===== src/rtl/huffman_dec.sv =====
// huffman_dec: serial MSB-first decoder for a 6-symbol, up-to-5-bit code table.
// Ports: clk/reset, code_valid+HC1..HC6+M1..M6 load, bit_valid/bit_in/bit_last in, bit_ready/sym_valid/sym/sym_cnt/done/err out.
module huffman_dec (
  input  logic       clk,
  input  logic       reset,
  input  logic       code_valid,
  input  logic [7:0] HC1,
  input  logic [7:0] HC2,
  input  logic [7:0] HC3,
  input  logic [7:0] HC4,
  input  logic [7:0] HC5,
  input  logic [7:0] HC6,
  input  logic [7:0] M1,
  input  logic [7:0] M2,
  input  logic [7:0] M3,
  input  logic [7:0] M4,
  input  logic [7:0] M5,
  input  logic [7:0] M6,
  input  logic       bit_valid,
  input  logic       bit_in,
  input  logic       bit_last,
  output logic       bit_ready,
  output logic       sym_valid,
  output logic [2:0] sym,
  output logic [7:0] sym_cnt,
  output logic       done,
  output logic       err
);

  localparam logic [1:0] S_IDLE = 2'd0;
  localparam logic [1:0] S_DEC  = 2'd1;
  localparam logic [1:0] S_ERR  = 2'd2;

  logic [1:0]      state;
  logic [5:0][7:0] hc_q;
  logic [5:0][7:0] m_q;
  logic [5:0][2:0] len;
  logic [7:0]      acc;
  logic [2:0]      n;
  logic [7:0]      nacc;
  logic [2:0]      nn;
  logic            hit;
  logic [2:0]      hit_sym;
  logic            accept;

  // Only exact 2^len-1 masks give a usable length.
  function automatic logic [2:0] mask_len(input logic [7:0] m);
    logic [2:0] l;
    case (m)
      8'h01:   l = 3'd1;
      8'h03:   l = 3'd2;
      8'h07:   l = 3'd3;
      8'h0F:   l = 3'd4;
      8'h1F:   l = 3'd5;
      default: l = 3'd0;
    endcase
    return l;
  endfunction

  always_comb begin
    for (int i = 0; i < 6; i++) begin
      len[i] = mask_len(m_q[i]);
    end
  end

  assign bit_ready = (state == S_DEC);
  assign accept    = bit_valid & bit_ready & ~code_valid;
  assign nacc      = {acc[6:0], bit_in};
  assign nn        = n + 3'd1;

  // Scan high to low so the lowest matching index wins.
  always_comb begin
    hit     = 1'b0;
    hit_sym = 3'd0;
    for (int i = 5; i >= 0; i--) begin
      if (len[i] == nn && len[i] != 3'd0 &&
          (nacc & m_q[i]) == (hc_q[i] & m_q[i])) begin
        hit     = 1'b1;
        hit_sym = 3'(i + 1);
      end
    end
  end

  always_ff @(posedge clk or posedge reset) begin
    if (reset) begin
      state     <= S_IDLE;
      hc_q      <= '0;
      m_q       <= '0;
      acc       <= '0;
      n         <= '0;
      sym_valid <= 1'b0;
      sym       <= '0;
      sym_cnt   <= '0;
      done      <= 1'b0;
      err       <= 1'b0;
    end else begin
      sym_valid <= 1'b0;
      done      <= 1'b0;
      if (code_valid) begin
        hc_q    <= {HC6, HC5, HC4, HC3, HC2, HC1};
        m_q     <= {M6, M5, M4, M3, M2, M1};
        acc     <= '0;
        n       <= '0;
        sym_cnt <= '0;
        err     <= 1'b0;
        state   <= S_DEC;
      end else if (accept) begin
        if (hit) begin
          sym_valid <= 1'b1;
          sym       <= hit_sym;
          sym_cnt   <= sym_cnt + 8'd1;
          acc       <= '0;
          n         <= '0;
          if (bit_last) begin
            done  <= 1'b1;
            state <= S_IDLE;
          end
        end else if (bit_last || nn == 3'd5) begin
          err   <= 1'b1;
          acc   <= '0;
          n     <= '0;
          state <= S_ERR;
        end else begin
          acc <= nacc;
          n   <= nn;
        end
      end
    end
  end

endmodule


===== config.mk =====
export PLATFORM = sky130hd
export DESIGN_NAME = huffman_dec
export DESIGN_NICKNAME = d
export VERILOG_FILES = /design/src/rtl/huffman_dec.sv
export SDC_FILE = /design/constraint.sdc
export NUM_CORES = 1
export LEC_CHECK = 0
export ABC_CLOCK_PERIOD_IN_PS = 7000
export CAP_MARGIN = 5
export CELL_PAD_IN_SITES_DETAIL_PLACEMENT = 0
export CELL_PAD_IN_SITES_GLOBAL_PLACEMENT = 1
export CORE_UTILIZATION = 35
export DETAILED_ROUTE_END_ITERATION = 8
export PLACE_DENSITY_LB_ADDON = 0.1
export SYNTH_ARGS = -nofsm -noshare
export SYNTH_HDL_FRONTEND = slang
export SYNTH_SLANG_ARGS = --single-unit

===== constraint.sdc =====
create_clock -name clk -period 7 [get_ports clk]
set_clock_uncertainty 0.15 [all_clocks]
set_input_delay 1.4 -clock clk [delete_from_list [all_inputs] [get_ports clk]]
set_output_delay 1.4 -clock clk [all_outputs]
set_load 0.02 [all_outputs]

==> impl_results.md <==
* Status: finished, final reports clean
* Number of core rows at 45
* CTS root buf: clkbuf_16
* Setup CP Type: input pin to flop
* Via density at 5.159
* Clock Tree Buf Depth at 2
* CTS tree: done
* Rel. slew slack at 15.76%
* Initial antenna violation count at 0
* Share of cells above drive strength 1 at 19.47%
* Post-Synthesis Cells at 472
* Min Tclk post-route at 4483 ps
* Syn_nets at 577
* CP bufs+invs at 1
* Worst hold path class: flop to flop
* Most numerous cell in the Yosys netlist: dfrtp_1
* Register-to-register setup slack at 2950 ps
* Biggest cell delay along the critical path at 720 ps
* Routed vias at 4003
* Max_cap viols at 0
* RSZ-0062 raised after global routing: no
* Final cell count without fillers at 776
* Synthesis warning total at 0
* Post-cts sizing count at 0
* FF+latch count, synth at 108
* DR pass1 iterations at 5
* Inserted Clock Buffers at 9
* WL/cell at 16.94 um
* Post-Route Utilization at 45.80%
* CTS clk-pin slew, worst paths at 70 ps
* Routed WL at 13140 um
* Vias in the first global route at 4116
* Post-synth top area cell: dfrtp_1
* Largest net degree at the start of global routing at 65
* Synth top area cells: dfrtp_1 49%, mux2_2 17%, xor2_1 5.1%, xnor2_1 2.4%, a22o_1 1.6%
* Worst reg2reg startpoint: n[0]$_DFFE_PP0P_
* CP required at 7090 ps
* Clock Sinks at 108
* P&R area growth vs syn at 27.09%
* R2R depth at 9
* Crit. End Element: flop
* Final hold violations at 0
* Initial DRC Count at 186
* Final Max Tran Viols at 0
* # fillers at 1480
* Initial Utilization at 36.04%
* Final setup viols at 0
* Period Utilization, post-route at 64.05%
* Number of synthesized flops with an enable pin at 0
* Worst-path cell chain: clkdlybuf4s50_1 -> xor2_1 -> a2111oi_0 -> nand4_1 -> or3_1 -> and3_4 -> nor4_1 -> mux2_2
* DP HPWL at 9278 um
* Die W at 127.6 um
* Sequential area share after synthesis at 48.97%
* Asr flop ratio synth at 100.0%
* Worst-skew pair later-pin latency at 350 ps
* Leakage Power at 0.002844 uW
* Most frequent cells after synthesis: 108 x dfrtp_1, 82 x mux2_2, 32 x xor2_1, 22 x nand2_1
* N_diodes at 0
* Die ar. at 0.01628 sq mm
* R2R Path End: n[0]$_DFFE_PP0P_
* PortBufs at 102
* Fmax at 223.1 MHz
* Placed insts at 761
* Avg Synthesized Cell Area at 11.69 sq um
* Crit-path max FO at 14
* Worst EP arrival at 4570 ps
* H-tree depth reported by CTS at 3
* RD Place Congestion at 0.7971
* Highest-delay cell along the critical path: clkdlybuf4s50_1
* Power Density at 210.9 mW/mm^2
* Top_reg_cell synth: dfrtp_1
* First-pass GRT wire length at 22100 um
* Ports at 117
* Final ANT Viol Nets at 0
* Synth top area share at 48.97%
* Post-CTS setup buffer count at 0
* Delay-heaviest family, CP: simple AND/OR/NAND/NOR gates
* Hold Startpoint: state[0]$_DFFE_PP0P_
* Hold path cells at 2
* Grt total ovfl at 0
* Post-CTS Hold Buffers at 0
* Nets at 666
* Worst Hold End: state[0]$_DFFE_PP0P_
* Total Power at 1479 uW
* Syn Std Cell Area at 0.005519 sq mm
* Peak VDD IR at 0.1131 mV
* Setup TNS at 0 ps
* Core ar. at 0.01531 sq mm
* Post-synth cell types at 65
* Gr usage total at 17.73%
* Drc violations at 0
* Die H at 127.6 um
* Final worst slack at 2517 ps
* Place WS at 2190 ps
* Tightest Pin Transition at 1264 ps
* CP Launch Type: input pin
## tightest hold or removal path, delay by kind of cell (launching register included)
kind	cells	cell delay [ps]
AOI/OAI and AO/OA	1	60
DFF	1	350
and+or+nand+nor	1	60
## power by group
group | switching [uW] | internal [uW] | total, uW
registers | 53.9 | 675 | 729
clock network | 219 | 305 | 525
logic | 94.2 | 132 | 226
total | 368 | 1110 | 1480
## cell type report
class / count / area, sq um / share of cell area (%)
tap: 211 / 264.0 / 3.764
sequential: 108 / 2703 / 38.53
inverter: 11 / 43.79 / 0.6243
multi-input combinational: 327 / 2666 / 38.01
clock buffer: 14 / 274.0 / 3.907
timing repair buffer: 104 / 1033 / 14.73
clock inverter: 1 / 30.03 / 0.4281
## flip-flops by register name, summed over array words and instances, names as in the netlist
name       cells
acc            7
err            1
m_q           48
sym            3
sym_valid      1
state          2
hc_q          34
done           1
n              3
sym_cnt        8
## logic make-up after synthesis
logic type,after synthesis,share of synthesized area (%)
DFF,108,48.97
adders and majority gates,4,0.8616
buffers and inverters,37,2.720
and+or+nand+nor,121,13.53
xor gates and xnor gates,47,7.459
AOI/OAI and AO/OA,71,9.341
muxes,84,17.12
## metal layers
metal / GRT usage (%) / part of all wire (%) / vias up
li1: - / - / 1907
met1: 22.87 / 45 / 1993
met2: 29.48 / 49 / 92
met3: 4.104 / 4.2 / 11
met4: 5.675 / 1.2 / 0
met5: 0 / 0 / -
## placed cells by master, fill, tap and decap left out, types with 11 or more instances in the layout
| cell type | n |
|---|---|
| a21oi_1 | 11 |
| nor2_1 | 19 |
| dfrtp_1 | 108 |
| xor2_1 | 32 |
| nand4_1 | 11 |
| clkdlybuf4s50_1 | 101 |
| nand2_1 | 22 |
| o21ai_0 | 15 |
| mux2_2 | 82 |
| xnor2_1 | 15 |
## worst max-delay path by stage
stage,from,end,slack (ps),depth (start not counted)
6_report,bit_in,sym_cnt[7]$_DFFE_PP0P_,2520,8
4_1_cts,bit_in,sym_cnt[7]$_DFFE_PP0P_,2550,8
5_1_grt,bit_in,sym_cnt[6]$_DFFE_PP0P_,2480,8
2_1_floorplan,reset,acc[0]$_DFFE_PP0P_,2600,1
3_5_place_dp,bit_in,sym_cnt[7]$_DFFE_PP0P_,2190,8
3_3_place_gp,bit_in,sym_cnt[7]$_DFFE_PP0P_,2190,8
## metrics by stage
stage               cell area [sq um]  hold WS, ps
global placement                 6710        323.9
global route                     7014        367.9
CTS                              7014        351.6
finish                           7014        349.4
detailed placement               6710        334.4
floorplan                        5519        310.2
Note: power is estimated with default switching activity, not from simulation.
